**src/rtl/video_pkg.sv**
```systemverilog
// Shared capture defaults, FSM state type and the colour truncation helper
// used by the Mega Drive raster tracker.
package video_pkg;

  localparam int DEF_W = 320;
  localparam int DEF_H = 224;

  typedef enum logic {
    SEEK,
    ACTIVE
  } cap_state_t;

  // Keeps the top out_bits of an in_bits-wide channel; channels up to 16 bits wide.
  function automatic logic [15:0] color_msbs(input logic [15:0] chan,
                                              input int          in_bits,
                                              input int          out_bits);
    return chan >> (in_bits - out_bits);
  endfunction

endpackage

```
**src/rtl/video_dim_filter.sv**
```systemverilog
// Commits a measured frame dimension only when two consecutive valid
// candidates agree, so a single odd frame never disturbs the output.
module video_dim_filter
  import video_pkg::*;
#(
  parameter int         W         = 11,
  parameter logic [W-1:0] RESET_VAL = '0
) (
  input  logic         clk,
  input  logic         reset,
  input  logic         valid,
  input  logic [W-1:0] cand,
  output logic [W-1:0] value
);

  logic [W-1:0] r_prevCand;

  always_ff @(posedge clk) begin
    if (reset) begin
      r_prevCand <= '0;
      value      <= RESET_VAL;
    end else if (valid) begin
      r_prevCand <= cand;
      if (cand == r_prevCand) begin
        value <= cand;
      end
    end
  end

endmodule

```
**src/rtl/md_video_capture.sv**
```systemverilog
// Raster tracker for the VDP output: single-cycle pixel strobe with x/y,
// truncated colour and a stability-filtered measurement of the active frame.
module md_video_capture
  import video_pkg::*;
#(
  parameter int WIDTH      = 320,
  parameter int HEIGHT     = 240,
  parameter int IN_BITS    = 8,
  parameter int COLOR_BITS = 4,
  parameter int DEF_W      = video_pkg::DEF_W,
  parameter int DEF_H      = video_pkg::DEF_H
) (
  input  logic                      clk,
  input  logic                      reset,
  input  logic                      ce_pix_in,
  input  logic                      hblank,
  input  logic                      vblank,
  input  logic [IN_BITS-1:0]        r_in,
  input  logic [IN_BITS-1:0]        g_in,
  input  logic [IN_BITS-1:0]        b_in,
  output logic                      ce_pix,
  output logic [COLOR_BITS-1:0]     r,
  output logic [COLOR_BITS-1:0]     g,
  output logic [COLOR_BITS-1:0]     b,
  output logic [$clog2(WIDTH)-1:0]  x,
  output logic [$clog2(HEIGHT)-1:0] y,
  output logic [10:0]               width,
  output logic [9:0]                height,
  output logic                      frame_start,
  output logic                      overrun
);

  localparam int XW  = $clog2(WIDTH);
  localparam int YW  = $clog2(HEIGHT);
  localparam int XCW = $clog2(WIDTH + 1);
  localparam int YCW = $clog2(HEIGHT + 1);

  cap_state_t r_state;
  cap_state_t w_nextState;

  logic           r_hblank;
  logic           r_vblank;
  logic           r_cePrev;
  logic [XCW-1:0] r_xCnt;
  logic [YCW-1:0] r_yCnt;
  logic [XCW-1:0] r_lineMax;

  logic           w_hRise;
  logic           w_vRise;
  logic           w_vFall;
  logic           w_accept;
  logic           w_strobe;
  logic           w_lineEnd;
  logic [XCW-1:0] w_lineMaxUpd;
  logic [YCW-1:0] w_yCntUpd;
  logic [10:0]    w_candW;
  logic [9:0]     w_candH;
  logic           w_candValid;

  logic [COLOR_BITS-1:0] w_rMsb;
  logic [COLOR_BITS-1:0] w_gMsb;
  logic [COLOR_BITS-1:0] w_bMsb;

  assign w_hRise = hblank & ~r_hblank;
  assign w_vRise = vblank & ~r_vblank;
  assign w_vFall = ~vblank & r_vblank;

  // The previous-cycle strobe check drops the second half of a doubled pulse.
  assign w_accept = (r_state == ACTIVE) & ce_pix_in & ~hblank & ~vblank & ~r_cePrev;
  assign w_strobe = w_accept & (r_xCnt < XCW'(WIDTH));

  assign w_rMsb = COLOR_BITS'(color_msbs(16'(r_in), IN_BITS, COLOR_BITS));
  assign w_gMsb = COLOR_BITS'(color_msbs(16'(g_in), IN_BITS, COLOR_BITS));
  assign w_bMsb = COLOR_BITS'(color_msbs(16'(b_in), IN_BITS, COLOR_BITS));

  // Line-end results are formed here so a coincident frame end sees them.
  assign w_lineEnd    = w_hRise & (r_xCnt != '0);
  assign w_lineMaxUpd = (w_lineEnd && (r_xCnt > r_lineMax)) ? r_xCnt : r_lineMax;
  assign w_yCntUpd    = (w_lineEnd && (r_yCnt != YCW'(HEIGHT))) ? r_yCnt + YCW'(1) : r_yCnt;

  assign w_candW     = (w_lineMaxUpd > XCW'(WIDTH)) ? 11'(WIDTH)  : 11'(w_lineMaxUpd);
  assign w_candH     = (w_yCntUpd    > YCW'(HEIGHT)) ? 10'(HEIGHT) : 10'(w_yCntUpd);
  assign w_candValid = w_vRise & (w_candW != '0) & (w_candH != '0);

  always_ff @(posedge clk) begin
    if (reset) begin
      r_state <= SEEK;
    end else begin
      r_state <= w_nextState;
    end
  end

  always_comb begin
    w_nextState = r_state;
    case (r_state)
      SEEK:    if (w_vFall) w_nextState = ACTIVE;
      ACTIVE:  w_nextState = ACTIVE;
      default: w_nextState = SEEK;
    endcase
  end

  always_ff @(posedge clk) begin
    if (reset) begin
      r_hblank  <= 1'b1;
      r_vblank  <= 1'b1;
      r_cePrev  <= 1'b0;
      r_xCnt    <= '0;
      r_yCnt    <= '0;
      r_lineMax <= '0;
    end else begin
      r_hblank <= hblank;
      r_vblank <= vblank;
      r_cePrev <= ce_pix_in;
      if (w_hRise) begin
        r_xCnt <= '0;
      end else if (w_accept && (r_xCnt != XCW'(WIDTH))) begin
        r_xCnt <= r_xCnt + XCW'(1);
      end
      if (w_vRise) begin
        r_yCnt    <= '0;
        r_lineMax <= '0;
      end else begin
        r_yCnt    <= w_yCntUpd;
        r_lineMax <= w_lineMaxUpd;
      end
    end
  end

  always_ff @(posedge clk) begin
    if (reset) begin
      ce_pix      <= 1'b0;
      frame_start <= 1'b0;
      overrun     <= 1'b0;
      x           <= '0;
      y           <= '0;
      r           <= '0;
      g           <= '0;
      b           <= '0;
    end else begin
      ce_pix      <= w_strobe;
      frame_start <= w_vFall;
      overrun     <= overrun | (ce_pix_in & r_cePrev);
      if (w_strobe) begin
        x <= XW'(r_xCnt);
        y <= YW'(r_yCnt);
        r <= w_rMsb;
        g <= w_gMsb;
        b <= w_bMsb;
      end
    end
  end

  video_dim_filter #(
    .W         (11),
    .RESET_VAL (11'(DEF_W))
  ) u_widthFilter (
    .clk   (clk),
    .reset (reset),
    .valid (w_candValid),
    .cand  (w_candW),
    .value (width)
  );

  video_dim_filter #(
    .W         (10),
    .RESET_VAL (10'(DEF_H))
  ) u_heightFilter (
    .clk   (clk),
    .reset (reset),
    .valid (w_candValid),
    .cand  (w_candH),
    .value (height)
  );

endmodule

```
**config.mk**
```make
export PLATFORM = sky130hd
export DESIGN_NAME = md_video_capture
export DESIGN_NICKNAME = d
export VERILOG_FILES = /design/src/rtl/video_pkg.sv /design/src/rtl/video_dim_filter.sv /design/src/rtl/md_video_capture.sv
export SDC_FILE = /design/constraint.sdc
export NUM_CORES = 1
export LEC_CHECK = 0
export ABC_CLOCK_PERIOD_IN_PS = 3700
export BUFFER_PORTS_ARGS = -buffer_cell sky130_fd_sc_hd__buf_2
export CORE_UTILIZATION = 56
export CTS_CLUSTER_SIZE = 12
export DETAILED_ROUTE_END_ITERATION = 10
export GPL_TIMING_DRIVEN = 0
export PLACE_DENSITY = 0.87
export SLEW_MARGIN = 20
export SYNTH_ARGS = -nofsm -noshare
export SYNTH_HDL_FRONTEND = slang
export SYNTH_SLANG_ARGS = --single-unit
```
**constraint.sdc**
```tcl
create_clock -name clk -period 3.7 [get_ports clk]
set_input_delay 0.74 -clock clk [delete_from_list [all_inputs] [get_ports clk]]
set_output_delay 0.74 -clock clk [all_outputs]
set_load 0.05 [all_outputs]
```
==> impl_metrics.py, run 1 <==
metrics = {
    "outcome": {
        "outcome": "finished with violations",
        "violations": "DRC",
    },
    "routing": {
        "drt-vias-per-instance": 6.10,
        "final_antenna_net_count": 0,
        "wl_per_cell_um": 16.9,
        "routed_wl_um": 13200,
        "drt_drc_violations_left": 2,
        "first_iter_violations": 323,
        "vias": 4755,
        "drt_pass1_iterations": 8,
    },
    "global_route": {
        "grtUsageTotal_pct": 30.2,
        "grt_pass1_wl_um": 20800,
        "antenna_found_initial": 0,
        "grt_pass1_vias": 4485,
        "grt_max_degree": 19,
        "overflow": 0,
    },
    "synthesis": {
        "yosysSeqAreaShare_pct": 40.6,
        "synth-simple-area-share_pct": 24.8,
        "synth_area_leaders": "dfxtp_1 41%, nand2_1 7.2%, a21oi_1 7.0%",
        "synth-seq-cells": 96,
        "synth_edf_count": 0,
        "synth_mux_area_share_pct": 3.33,
        "synth_xor_area_share_pct": 4.17,
        "synth_top_flop_cell": "dfxtp_1",
        "synth_top_area_share_pct": 40.6,
        "yosysUniqueCellTypes": 60,
        "synth_top_family_by_area": "simple AND/OR/NAND/NOR gates",
        "yosys.area.top_type": "dfxtp_1",
        "synth_warnings": 0,
        "synthArstFlopShare_pct": 0,
        "avgSynthCellArea_um2": 8.16,
        "synth_area_mm2": 0.00474,
        "synth_cells": 581,
        "synthAdderAreaFrac_pct": 3.43,
        "synth_compound_area_share_pct": 18.3,
    },
    "die": {
        "die_h_um": 94.0,
        "initial_core_util_pct": 57.7,
        "rows": 33,
        "core_area_mm2": 0.00822,
        "ios": 82,
        "die_x_um": 94.0,
        "die-area_mm2": 0.00883,
    },
    "sta": {
        "rsz0062_at_grt": "no",
        "timing.hold.ws_ps": 457,
        "period_needed_ps": 3520,
        "setup_tns_ps": 0,
        "final_max_slew_viol_count": 0,
        "finalHoldViolations": 0,
        "fin_skew_ps": 11.5,
        "setup_violations": 0,
        "period_share_pct": 95.1,
        "max_slew.worst_pin.slew_ps": 901,
        "timing.fmax_mhz": 284,
        "worst_slack_ps": 182,
        "slew_headroom_pct": 39.4,
    },
    "placed_design": {
        "post-place-ws_ps": -169,
        "port_buffers": 65,
        "placed_cell_area_mm2": 0.00521,
        "routabilityCongestion": 0.899,
        "dpl.hpwl_um": 9530,
        "place_inst": 754,
    },
    "critical_path": {
        "regToRegStartpoint": "r_xCnt[1]",
        "reg2reg_depth": 13,
        "critPathLaunchType": "register",
        "r2r_slack_ps": 180,
        "crit_fanout": 10,
        "required_ps": 3970,
        "path_class": "register to register",
        "arrival_ps": 3780,
        "endpoint_kind": "register",
        "worstReg2RegEnd": "u_widthFilter.value[2]",
    },
    "hold_path": {
        "hold_class": "register to register",
        "hold_start": "g[3]",
        "hold_depth": 2,
        "whs_endpoint": "g[3]",
    },
    "clock_tree": {
        "cts_sinks": 96,
        "cts_tree": "done",
        "clkLatencyLatePin_ps": 380,
        "cts.clk_slew.worst_paths_ps": 100,
        "ctsHoldBuffers": 0,
        "root_buffer": "clkbuf_8",
        "htreeDepth": 3,
        "cts_buffers": 9,
        "clk_path_buf_depth": 2,
    },
    "pwr": {
        "power_density_mw_per_mm2": 335,
        "p_leak_nw": 2.16,
        "ir_drop_uv": 308,
    },
    "final_layout": {
        "diodes": 0,
        "finalNonFillerCells": 780,
        "layout-drive-gt1-share_pct": 19.4,
        "final_nets": 712,
        "area_growth_pct": 17.4,
        "design_area_mm2": 0.00556,
    },
    "run": {
        "maxCapViolCount": 0,
    },
}
[per-layer routing]
| metal | share of wire [%] | track usage (%) | up-vias |
|---|---|---|---|
| li1 | - | - | 2215 |
| met1 | 42 | 36.7 | 2248 |
| met2 | 47 | 50.0 | 244 |
| met3 | 8.0 | 6.55 | 48 |
| met4 | 3.2 | 15.6 | 0 |
| met5 | 0 | 0 | - |
[flip-flops by register name, indices dropped and copies added, names as in the netlist, 4 cells and up]
register	cells
b	4
g	4
r	4
r_lineMax	9
r_xCnt	9
r_yCnt	8
u_heightFilter.r_prevCand	8
u_heightFilter.value	8
u_widthFilter.r_prevCand	9
u_widthFilter.value	9
x	9
y	8
[cells in the mapped netlist (3+ instances only)]
library cell,n
dfxtp_1,96
nand2_1,91
a21oi_1,66
nor2_1,59
inv_1,26
clkbuf_1,20
o21ai_0,19
a211oi_1,15
ha_1,13
nor3_1,10
xnor2_1,10
mux2i_1,9
nand4_1,9
nor2b_1,9
nor4_1,9
or3_1,9
nand3_1,8
xor2_1,7
and2_1,6
buf_4,6
mux2_2,6
o22ai_1,6
a21o_1,4
o221ai_1,4
or2_2,4
a2111oi_0,3
a211o_1,3
a22oi_1,3
a31oi_1,3
buf_1,3
nand4b_1,3
xnor2_2,3
[cell type report]
class	instances	area, um2
Clock inverter	7	86.3
Tap cell	105	131
Inverter	27	101
Multi-Input combinational cell	429	2630
Fill cell	677	2650
Sequential cell	96	1920
Timing Repair Buffer	75	413
Buffer	32	155
Clock buffer	9	124
[critical path, cell delays in order (launching register included)]
cell,delay [ps]
dfxtp_1,550
inv_1,130
ha_1,200
nor4b_4,120
buf_4,170
a21oi_2,320
and2_1,210
clkbuf_2,240
a21oi_1,90
a31oi_1,360
xnor2_1,180
nor4_4,280
buf_4,210
mux2_2,340
[logic make-up after synthesis]
| group | Yosys count |
|---|---|
| AND/OR/NAND/NOR | 237 |
| AO/OA/AOI/OAI | 140 |
| flip-flops | 96 |
| buffers and inverters | 59 |
| XOR/XNOR | 20 |
| multiplexers | 15 |
| adder cells (fa/ha/maj) | 13 |
| other | 1 |
[power by group]
part	switching (mW)	internal [mW]	total [mW]
Sequential	0.00379	1.04	1.04
Combinational	0.0645	0.0239	0.0884
Clock	0.408	0.327	0.735
[worst max path at each step]
| stage | from | to | slack [ps] | cells after the start |
|---|---|---|---|---|
| floorplan | r_lineMax[8] | u_widthFilter.value[0] | 500 | 10 |
| global placement | r_xCnt[0] | u_widthFilter.value[7] | -100 | 11 |
| detailed placement | r_lineMax[8] | u_widthFilter.value[5] | -170 | 10 |
| CTS | r_xCnt[0] | u_heightFilter.value[2] | 60 | 10 |
| global route | r_lineMax[8] | u_widthFilter.value[1] | 20 | 12 |
| finish | r_xCnt[1] | u_widthFilter.value[2] | 180 | 13 |
[stage by stage]
step	util (%)	power, mW
floorplan	-	1.12
global placement	63.4	1.15
detailed placement	63.4	1.15
CTS	66.2	1.86
global route	67.7	1.92
finish	67.7	1.87
[timing repair]
item	in CTS	in global routing
gates cloned	0	0
endpoints found under the setup margin	9	32
buffers inserted	2	8
gates resized for setup	0	14
pin swaps	1	3
[placed cells by master (no fill, tap or decap), types with 4 or more instances in the layout]
cell type	count
nand4_1	9
clkbuf_8	9
xor2_1	7
nor2_1	59
a21o_1	4
nor4_1	8
or3_1	9
clkbuf_1	18
o221ai_1	4
ha_1	13
a21oi_1	65
o22ai_1	6
nor3_1	9
buf_4	15
nor2b_1	9
or2_2	4
nand3_1	8
conb_1	4
o21ai_0	19
dfxtp_1	95
and2_1	6
buf_2	67
nand2_1	91
mux2i_1	9
inv_1	26
mux2_2	6
a211oi_1	15
xnor2_1	10
Note: power is estimated with default switching activity, not from simulation.
==> run 2: changes to the inputs <==
PLACE_DENSITY = 0.8   (was 0.87)
==> run 2 against run 1 <==
  * Sequential share of layout area rose by 0.54 points
  * Critical path type unchanged
  * Critical path depth fell by 1
  * Flip-flop and latch count did not move
  * The run now ends clean
  * Maximum frequency rose by 0.22%
  * Count of clock-buffer cells in the layout did not move
  * Largest cell class unchanged
  * Cell area fell by 1.5%
==> impl_metrics.py, run 2 (same netlist as run 1, synthesis figures left out) <==
metrics = {
    "sta": {
        "timing.fmax_mhz": 285,
        "slew_headroom_pct": 37.3,
        "finalHoldViolations": 0,
        "period_share_pct": 94.9,
        "final_max_slew_viol_count": 0,
        "fin_skew_ps": 14.3,
        "max_slew.worst_pin.slew_ps": 932,
        "setup_violations": 0,
        "period_needed_ps": 3510,
        "setup_tns_ps": 0,
    },
    "final_layout": {
        "finalNonFillerCells": 775,
        "final_nets": 707,
        "layout-drive-gt1-share_pct": 19.1,
        "diodes": 0,
        "final_cell_mix": "95 x dfxtp_1, 91 x nand2_1, 67 x buf_2",
        "layout_commonest_cell": "dfxtp_1",
        "area_growth_pct": 15.6,
    },
    "clock_tree": {
        "root_buffer": "clkbuf_8",
        "htreeDepth": 3,
        "cts_tree": "done",
        "cts_buffers": 9,
        "ctsHoldBuffers": 0,
        "clkLatencyLatePin_ps": 390,
        "cts_sinks": 96,
        "cts.clk_slew.worst_paths_ps": 110,
        "clk_path_buf_depth": 2,
    },
    "critical_path": {
        "critPathMaxStageDelay_ps": 450,
        "endpoint_kind": "register",
        "crit_chain": "inv_1, ha_1, nand4_1, a211oi_1, a311o_1, clkbuf_2, and3_1, or2_2, o2111ai_1, nor4_4, buf_4, mux2_2",
        "path_class": "register to register",
        "crit_buf_inv": 3,
        "required_ps": 3970,
        "crit_fanout": 10,
        "arrival_ps": 3780,
        "critPathLaunchType": "register",
        "cp_top_family": "simple AND/OR/NAND/NOR gates",
        "cpMaxStageDelayCell": "dfxtp_1",
    },
    "routing": {
        "vias": 4525,
        "final_antenna_net_count": 0,
        "routed_wl_um": 12700,
        "wirelength_met1_um": 5740,
        "wl_per_cell_um": 16.3,
        "dr.max_layer_used": "met4",
        "wl_met2_um": 5720,
        "first_iter_violations": 293,
        "drt_drc_violations_left": 0,
        "drt-vias-per-instance": 5.84,
        "drt_pass1_iterations": 7,
        "route.met3.wl_um": 848,
    },
    "die": {
        "ios": 82,
        "die-area_mm2": 0.00883,
        "rows": 33,
        "die_h_um": 94.0,
        "die_x_um": 94.0,
        "core_area_mm2": 0.00822,
        "initial_core_util_pct": 57.7,
    },
    "pwr": {
        "p_int_mw": 1.32,
        "ir_drop_uv": 224,
        "power_density_mw_per_mm2": 329,
        "seq_power_share_pct": 57.8,
        "pwr-share-clk_pct": 37.5,
        "p_sw_mw": 0.483,
        "p_leak_nw": 2.12,
        "p_sw_share_pct": 26.8,
        "p_comb_share_pct": 4.8,
    },
    "run": {
        "maxCapViolCount": 0,
    },
    "placed_design": {
        "dpl.hpwl_um": 9200,
        "place_inst": 754,
        "port_buffers": 65,
        "routabilityCongestion": 0.916,
    },
    "global_route": {
        "grt_max_degree": 19,
        "grt_pass1_vias": 4175,
        "grtUsageTotal_pct": 29.8,
        "antenna_found_initial": 0,
        "overflow": 0,
        "grt_pass1_wl_um": 20200,
    },
    "hold_path": {
        "hold_class": "register to register",
    },
    "outcome": {
        "outcome": "complete, no violations",
    },
}
-- run 2: cell types whose count changed in the layout (fill, tap and decap cells not counted), sizes merged --
cell / before / now
buf: 87 / 82
bufinv: 1 / 0
clkinv: 3 / 4
-- run 2: repair_timing --
item | CTS | global route
setup endpoints to repair | 9 | 25
pin swaps | 1 | 0
resized for setup | 0 | 13
setup buffers | 3 | 2
-- run 2: worst register-to-register path, stage by stage, from the launching register on --
cell	delay, ps
dfxtp_1	450
inv_1	130
ha_1	370
nand4_1	160
a211oi_1	400
a311o_1	210
clkbuf_2	250
and3_1	230
or2_2	140
o2111ai_1	200
nor4_4	340
buf_4	190
mux2_2	330
-- run 2: routing by layer --
metal  vias to the layer above  GRT usage, %
met5                         -             0
met4                         0          11.9
met3                        28          5.83
met2                       177          47.7
met1                      2122          39.1
li1                       2198             -
-- run 2: final timing paths --
| kind | startpoint | end | slack (ps) | cells past startpoint |
|---|---|---|---|---|
| setup / recovery | r_lineMax[8] | u_widthFilter.value[7] | 190 | 12 |
| hold / removal | b[0] | b[0] | 460 | 2 |
| setup reg to reg | r_lineMax[8] | u_widthFilter.value[7] | 190 | 12 |
| hold reg to reg | b[0] | b[0] | 460 | 2 |
-- run 2: final cells by class --
cell class	count	area [um2]
Clock inverter	7	66.3
Fill cell	718	2740
Inverter	27	101
Clock buffer	9	124
Sequential cell	96	1920
Buffer	32	156
Multi-Input combinational cell	429	2610
Tap cell	105	131
Timing Repair Buffer	70	363
-- run 2: power by group through the flow --
stage / registers, mW / clock network (mW) / logic (mW)
3_3_place_gp: 1.07 / 0 / 0.0828
5_1_grt: 1.04 / 0.723 / 0.0930
4_1_cts: 1.04 / 0.683 / 0.0850
3_5_place_dp: 1.07 / 0 / 0.0847
6_report: 1.04 / 0.677 / 0.0858
2_1_floorplan: 1.08 / 0 / 0.0453
-- run 2: stage by stage --
| stage | util (%) | instance area, um2 | hold WS, ps | total power, mW | worst slack (ps) |
|---|---|---|---|---|---|
| 2_1_floorplan | - | 4750 | 425 | 1.12 | 499 |
| 3_3_place_gp | 63.4 | 5210 | 438 | 1.15 | -119 |
| 3_5_place_dp | 63.4 | 5210 | 444 | 1.15 | -173 |
| 4_1_cts | 66.0 | 5430 | 458 | 1.81 | 51.8 |
| 5_1_grt | 66.7 | 5480 | 470 | 1.86 | -13.6 |
| 6_report | 66.7 | 5480 | 456 | 1.81 | 190 |
